`src/rtl/sel_code_decoder.sv`:
```
// sel_code_decoder: receive end of the 2-bit select-code link. Decodes legal codes
//   to a 3-bit one-hot and queues them in a DEPTH-entry FIFO. Latency is 1 cycle
//   from input accept to out_valid when the FIFO is empty.
// Backpressure: in_ready drops only when the FIFO is full and never looks at out_ready.
//   Code 2'b11 is consumed, flagged on the sticky err and not queued.
// Ports: clk/rst (synchronous, active-high); in_code/in_valid/in_ready is the code
//   input; out_onehot/out_valid/out_ready is the decoded output; err/err_clr is the
//   illegal-code flag; level is the FIFO occupancy.
// Optional: define SEL_DEC_STATS_EN to add the saturating cnt_00/cnt_01/cnt_10
//   per-code accept counters.
module sel_code_decoder #(
  parameter int DEPTH = 4,
  parameter int CNT_W = 8
) (
  input  logic                       clk,
  input  logic                       rst,
  input  logic [1:0]                 in_code,
  input  logic                       in_valid,
  output logic                       in_ready,
  output logic [2:0]                 out_onehot,
  output logic                       out_valid,
  input  logic                       out_ready,
  output logic                       err,
  input  logic                       err_clr,
  output logic [$clog2(DEPTH):0]     level
`ifdef SEL_DEC_STATS_EN
  ,
  output logic [CNT_W-1:0]           cnt_00,
  output logic [CNT_W-1:0]           cnt_01,
  output logic [CNT_W-1:0]           cnt_10
`endif
);

  localparam int PW = $clog2(DEPTH);
  localparam int LW = PW + 1;

  logic [2:0]    mem [DEPTH];
  logic [PW-1:0] wr_ptr;
  logic [PW-1:0] rd_ptr;
  // Low during reset and for the first edge after it, so in_ready comes only from
  // registered state.
  logic          ready_en;

  logic          accept;
  logic          illegal;
  logic          push;
  logic          pop;
  logic [2:0]    dec;

  assign in_ready   = ready_en && (level != LW'(DEPTH));
  assign out_valid  = (level != '0);
  assign out_onehot = out_valid ? mem[rd_ptr] : 3'b000;

  assign accept  = in_valid && in_ready;
  assign illegal = accept && (in_code == 2'b11);
  assign push    = accept && (in_code != 2'b11);
  assign pop     = out_valid && out_ready;

  always_comb begin
    dec = 3'b000;
    case (in_code)
      2'b00:   dec = 3'b001;
      2'b01:   dec = 3'b010;
      2'b10:   dec = 3'b100;
      default: dec = 3'b000;
    endcase
  end

  always_ff @(posedge clk) begin
    if (rst) begin
      wr_ptr   <= '0;
      rd_ptr   <= '0;
      level    <= '0;
      ready_en <= 1'b0;
    end else begin
      ready_en <= 1'b1;
      if (push) begin
        mem[wr_ptr] <= dec;
        wr_ptr      <= wr_ptr + 1'b1;
      end
      if (pop)
        rd_ptr <= rd_ptr + 1'b1;
      // A push and a pop in the same cycle leave the occupancy unchanged.
      if (push && !pop)
        level <= level + 1'b1;
      else if (pop && !push)
        level <= level - 1'b1;
    end
  end

  // An illegal accept takes priority over err_clr in the same cycle.
  always_ff @(posedge clk) begin
    if (rst)
      err <= 1'b0;
    else if (illegal)
      err <= 1'b1;
    else if (err_clr)
      err <= 1'b0;
  end

`ifdef SEL_DEC_STATS_EN
  always_ff @(posedge clk) begin
    if (rst) begin
      cnt_00 <= '0;
      cnt_01 <= '0;
      cnt_10 <= '0;
    end else if (accept) begin
      if (in_code == 2'b00 && cnt_00 != '1) cnt_00 <= cnt_00 + 1'b1;
      if (in_code == 2'b01 && cnt_01 != '1) cnt_01 <= cnt_01 + 1'b1;
      if (in_code == 2'b10 && cnt_10 != '1) cnt_10 <= cnt_10 + 1'b1;
    end
  end
`endif

endmodule

```
`config.mk`:
```
export PLATFORM = sky130hd
export DESIGN_NAME = sel_code_decoder
export DESIGN_NICKNAME = d
export VERILOG_FILES = /design/src/rtl/sel_code_decoder.sv
export SDC_FILE = /design/constraint.sdc
export NUM_CORES = 1
export LEC_CHECK = 0
export CAP_MARGIN = 20
export CORE_ASPECT_RATIO = 1.2
export CORE_MARGIN = 3
export CORE_UTILIZATION = 54
export DETAILED_ROUTE_END_ITERATION = 10
export DONT_BUFFER_PORTS = 1
export MAX_ROUTING_LAYER = met4
export PLACE_DENSITY = 0.72
export SETUP_SLACK_MARGIN = 0.3
export SLEW_MARGIN = 30
export SYNTH_ARGS = -nofsm -noshare
export SYNTH_HDL_FRONTEND = slang
export SYNTH_SLANG_ARGS = --single-unit
```
`constraint.sdc`:
```
create_clock -name clk -period 2.3 [get_ports clk]
set_input_delay 0.69 -clock clk [delete_from_list [all_inputs] [get_ports clk]]
set_output_delay 0.69 -clock clk [all_outputs]
set_load 0.03 [all_outputs]
```
==> metrics.md, run 1 <==
| Metric | Value |
|---|---|
| Status | completed |
| CTS tree | built |
| Top cell type's share of synthesized area | 0.344 |
| Hold path start | rst |
| Static Leak | 0.452 nW |
| Remaining antenna violation count | 0 |
| Routed vias/inst | 5.53 |
| Post-synth ARST share | 0 |
| Mapped Cells | 80 |
| Worst-skew pair later-pin latency | 0.30 ns |
| Global-route usage over all layers | 0.159 |
| DRT Pass-1 Iters | 4 |
| Initial Utilization | 0.608 |
| Min Tclk post-route | roughly 2.2 ns |
| Total CTS buffers | 3 |
| Crit path max fanout | 3 |
| Die H | 54.2 um |
| Via count | 603 |
| CTS max path bufs | 2 |
| Final setup fails | 0 |
| Clock slew at reported path FFs | 0.12 ns |
| NumNets Final | 105 |
| Slew headroom | 0.780 |
| Part of the cycle the worst path needs | 0.954 |
| Worst-margin pin slew | 0.330 ns |
| Non-filler instance count after layout | 109 |
| FILL cells | 126 |
| Sequential area share after synthesis | 0.554 |
| Kind of critical path | reg2out |
| Hold Crit Class | in2reg |
| I/O pin count | 16 |
| Share of cells above drive strength 1 | 0.330 |
| Max_cap viols | 0 |
| # clock sinks | 23 |
| DP HPWL | 1.23 mm |
| Netlist Area Pre-Place | 1050 sq um |
| Worst r2r src | level[0] |
| Core Rows | 16 |
| RSZ-0062 raised after global routing | true |
| Seq cells post-synth | 23 |
| First-pass GRT wire length | 2.73 mm |
| Drt drc | 0 |
| Top cells by area, synth | edfxtp_1, dfxtp_1, mux4_2 |
| Synth cell count leaders | edfxtp_1, dfxtp_1, nor2_1 |
| Setup TNS | 0 ns |
| Most used flip-flop cell after synthesis | edfxtp_1 |
| WP data arrival | 1.50 ns |
| CP required | 1.61 ns |
| Port Buffer Count | 0 |
| CORE AREA | roughly 1700 sq um |
| Mapped Nets | between 90 and 100 |
| Die X | 46.2 um |
| Die ar. | 2510 sq um |
| Remaining Overflow, GRT | 0 |
| Largest net degree at the start of global routing | 14 |
| Initial DRC Count | 9 |
| CP Launch Type | register |
| Pwr/cell area | 932 nW/um^2 |
| Vias in the first global route | 645 |
| Worst vdd ir | 0.603 mV |
| Synth area leader | edfxtp_1 |
| Count of pins over their slew limit | 0 |
| Syn avg cell area | 13.1 sq um |
| Warnings, synthesis | 0 |
| Antenna fix cells | 0 |
| Max Fclk | 456 MHz |
| Fin area | 1200 sq um |
| Area after DPL | 1130 sq um |
| H-tree depth | 1 |
| Placer Congestion | 0.685 |
| Layout Skew | 0.00601 ns |
| Root buf cell | clkbuf_4 |
| Initial antenna violation count | 0 |
| Hold Vio Cnt, Final | 0 |
| Placed Instances | around 100 |
| WL final | 1.57 mm |
| Synth unique cells | 22 |
| Hold Buf Count CTS | 0 |
| Top-count cell post-synth | edfxtp_1 |
| Crit path capture type | primary output |
| EDFF count, synth | 12 |
| Avg WL per Cell | around 14 um |
| Area Growth Syn to Fin | 14.8% |
-- placed cells by master (no fill, tap or decap) --
cell type,n
clkbuf_4,3
edfxtp_1,12
o32a_1,1
dfxtp_4,4
nor2b_4,1
nor2_1,8
a21oi_1,1
mux4_2,3
nor4b_2,1
buf_4,8
xor2_1,3
and2_1,4
o31ai_4,1
nor3_4,1
dfxtp_1,7
a21oi_2,1
fa_2,1
ha_2,1
nand2_1,4
ha_1,4
nor2b_1,5
or3_1,2
clkinv_2,1
mux2_4,1
mux2i_1,2
nor3b_4,2
o21ai_0,2
inv_1,6
nand2_2,1
-- sequential cells by signal, indices dropped and copies added, names as in the netlist, named ones only --
register  cells
level         3
ready_en      1
err           1
mem          12
rd_ptr        2
wr_ptr        2
-- routing by layer --
layer	GRT usage	up-vias	share of wire
li1	-	302	-
met1	0.170	276	0.42
met2	0.271	21	0.51
met3	0.0461	4	0.059
met4	0.0711	0	0.019
met5	-	-	0
-- metrics by stage --
stage                util  total power, mW  setup WS, ns  hold WS, ns
global route        0.698             1.20        0.0383        0.386
global placement    0.655            0.900         0.110        0.462
detailed placement  0.655            0.907        0.0664        0.479
CTS                 0.684             1.11        0.0853        0.418
finish              0.698             1.12         0.107        0.420
floorplan               -            0.814        0.0627        0.459
-- what timing repair did --
item                                    4_1_cts  5_1_grt
endpoints found under the setup margin        6        6
buffers inserted                              1        0
resized for setup                             6        5
hold endpoints to repair                      0        0
pin swaps                                     0        2
cloned                                        0        0
-- report_power, final --
part           internal (mW)  switching [mW]  total, mW
clock network         0.0649           0.115      0.180
registers              0.481          0.0809      0.562
logic                  0.174           0.205      0.378
total                  0.720           0.401       1.12
-- final timing paths --
| check | to | slack [ns] | depth (start not counted) |
|---|---|---|---|
| setup / recovery | out_onehot[1] | 0.11 | 3 |
| hold / removal | level[2] | 0.42 | 1 |
| setup reg to reg | level[2] | 0.25 | 8 |
| hold reg to reg | register | 0.49 | 2 |
-- critical path: stages (launching register included) --
cell     delay [ns]
dfxtp_4        0.39
mux4_2         0.49
nor2b_1        0.14
buf_4          0.17
-- layout make-up --
cell class	count	area, sq um	area share
Sequential cell	23	596	0.495
Multi-Input combinational cell	50	474	0.394
Timing Repair Buffer	8	60.1	0.0499
Clock buffer	3	22.5	0.0187
Inverter	6	22.5	0.0187
Tap cell	18	22.5	0.0187
Clock inverter	1	5.00	0.00416
-- cell families (layout without fill, tap and decap cells) --
| family | Yosys count | in the layout | synth area share |
|---|---|---|---|
| AOI/OAI and AO/OA | 6 | 6 | 0.0406 |
| buffers and inverters | 7 | 18 | 0.0251 |
| DFF | 23 | 23 | 0.554 |
| adders and majority gates | 6 | 6 | 0.0789 |
| muxes | 6 | 6 | 0.0980 |
| xor gates and xnor gates | 3 | 3 | 0.0251 |
| and+or+nand+nor | 29 | 29 | 0.178 |
Power figures use the tool's default switching activity.
==> run 2: changes to the inputs <==
--- a/config.mk
+++ b/config.mk
@@ -8,11 +8,11 @@
 export CAP_MARGIN = 20
 export CORE_ASPECT_RATIO = 1.2
 export CORE_MARGIN = 3
-export CORE_UTILIZATION = 54
+export CORE_UTILIZATION = 60
 export DETAILED_ROUTE_END_ITERATION = 10
 export DONT_BUFFER_PORTS = 1
 export MAX_ROUTING_LAYER = met4
-export PLACE_DENSITY = 0.72
+export PLACE_DENSITY = 0.76
 export SETUP_SLACK_MARGIN = 0.3
 export SLEW_MARGIN = 30
 export SYNTH_ARGS = -nofsm -noshare
==> constraint.sdc (replaced) <==
create_clock -name clk -period 2.2 [get_ports clk]
set_input_delay 0.66 -clock clk [delete_from_list [all_inputs] [get_ports clk]]
set_output_delay 0.66 -clock clk [all_outputs]
set_load 0.03 [all_outputs]
==> run 2 against run 1 <==
Net effect: global-route usage up 3.1 points; largest cell class unchanged; highest routed layer unchanged; hold slack worse by 0.039 ns; combinational power up 20%.
==> metrics.md, run 2 (same netlist as run 1, synthesis figures left out) <==
| Metric | Value |
|---|---|
| Count of pins over their slew limit | 0 |
| Hold Crit Class | in2reg |
| Avg WL per Cell | 15.7 um |
| Die ar. | roughly 2300 sq um |
| Status | completed |
| CP required | about 1.5 ns |
| Hold Buf Count CTS | 0 |
| Slew headroom | 0.760 |
| Worst reg2reg path depth | 8 |
| WP data arrival | between 1.5 and 2 ns |
| CP Launch Type | register |
| Worst-skew pair later-pin latency | 0.31 ns |
| Initial Utilization | 0.680 |
| Placer Congestion | 0.770 |
| Clock slew at reported path FFs | 0.12 ns |
| Kind of critical path | reg2out |
| Total CTS buffers | 3 |
| Die H | ~52 um |
| CTS max path bufs | 2 |
| Pwr/cell area | 972 nW/um^2 |
| Non-filler instance count after layout | 113 |
| Hold depth | 1 |
| Remaining antenna violation count | 0 |
| Critical Path Slowest Stage Cell | mux4_2 |
| Part of the cycle the worst path needs | 0.985 |
| Drt drc | 0 |
| Largest net degree at the start of global routing | 14 |
| Worst vdd ir | 0.728 mV |
| Static Leak | 0.479 nW |
| Hold Vio Cnt, Final | 0 |
| DRT Pass-1 Iters | 3 |
| Placed Instances | 104 |
| Remaining Overflow, GRT | 0 |
| Largest Register | mem |
| Max FFs per register | 12 |
| # clock sinks | 23 |
| RSZ-0062 raised after global routing | true |
| Worst-margin pin slew | 0.359 ns |
| Initial DRC Count | 7 |
| WL final | approximately 1.8 mm |
| Final setup fails | 0 |
| H-tree depth | 1 |
| Routed vias/inst | 5.48 |
| First-pass GRT wire length | 3.00 mm |
| CORE AREA | 1540 sq um |
| Most common cell after layout, fill and taps aside | buf_4 |
| Hold path start | rst |
| Crit path capture type | primary output |
| Share of cells above drive strength 1 | 0.375 |
| Vias in the first global route | 666 |
| Crit path max fanout | 3 |
| Pre-CTS setup slack | -0.00910 ns |
| Area after DPL | 1140 sq um |
| Global-route usage over all layers | 0.190 |
| Area Growth Syn to Fin | 18.3% |
| Fin area | 1240 sq um |
| Final setup margin | ~0.034 ns |
| Largest regs | mem: 12 flops, level: 3 flops |
| I/O pin count | 16 |
| Worst reg2reg path endpoint | level[2] |
| Min Tclk post-route | about 2.2 ns |
| Initial antenna violation count | 0 |
| Most frequent cells in the layout | buf_4, edfxtp_1, nor2_1 |
| Port Buffer Count | 0 |
| Root buf cell | clkbuf_4 |
| Layout Skew | 0.0140 ns |
| NumNets Final | 110 |
| Worst r2r src | level[2] |
| Max Fclk | 462 MHz |
| Max_cap viols | 0 |
| Crit path largest cell delay | 0.49 ns |
| Antenna fix cells | 0 |
| R2r setup slk | 0.19 ns |
| Via count | 619 |
| CTS tree | built |
| DP HPWL | 1.41 mm |
| Worst Hold Slack | 0.381 ns |
| Die X | 44.1 um |
| CP cell instances | mux4_2 > nor2b_1 > buf_4 |
| Final Util | 0.805 |
| Core Rows | 15 |
| Hold EP | level[2] |
[run 2: cell count changes in the layout (fill, tap and decap cells not counted), sizes merged]
| cell | change |
|---|---|
| buf | +5 |
[run 2: layout make-up]
class                      count  area [sq um]
sequential                    23           596
multi-input combinational     50           474
fill                          86           300
timing repair buffer          13          97.6
clock buffer                   3          22.5
inverter                       6          22.5
tap                           17          21.3
clock inverter                 1          5.00
[run 2: worst max path at each step]
stage,startpoint,to,slack [ns],depth (start not counted)
final,register,out_onehot[0],0.03,3
after global routing,register,out_onehot[2],-0.02,3
after CTS,register,out_onehot[0],0.01,3
after detailed placement,in_valid,level[2],-0.009,8
after global placement,in_valid,level[2],0.06,8
after floorplan,in_valid,level[2],0.01,8
[run 2: repair_timing]
action	in CTS	in global routing
cloned	0	0
resized for setup	7	2
endpoints found under the setup margin	6	6
setup buffers	4	1
pin swaps	1	0
[run 2: power by group]
part | switching, mW | internal (mW) | total (mW) | leakage [nW]
registers | 0.0634 | 0.503 | 0.566 | 0.203
clock network | 0.118 | 0.0679 | 0.186 | 0.0177
logic | 0.247 | 0.205 | 0.452 | 0.258
[run 2: through the flow]
stage / TNS (ns) / total power [mW]
detailed placement: -0.00910 / 0.967
global placement: 0 / 0.947
global route: -0.0527 / 1.28
floorplan: 0 / 0.854
CTS: 0 / 1.19
finish: 0 / 1.20
[run 2: routing by layer]
metal	track usage	share of wire	up-vias
met1	0.200	0.40	287
met4	0.0905	0.017	0
met5	-	0	-
li1	-	-	310
met2	0.337	0.53	18
met3	0.0346	0.050	4
[run 2: worst max-delay path: cells and delay by family, from the launching register on]
family / cells / cell delay, ns
buffers and inverters: 1 / 0.17
DFF: 1 / 0.40
muxes: 1 / 0.49
and+or+nand+nor: 1 / 0.14
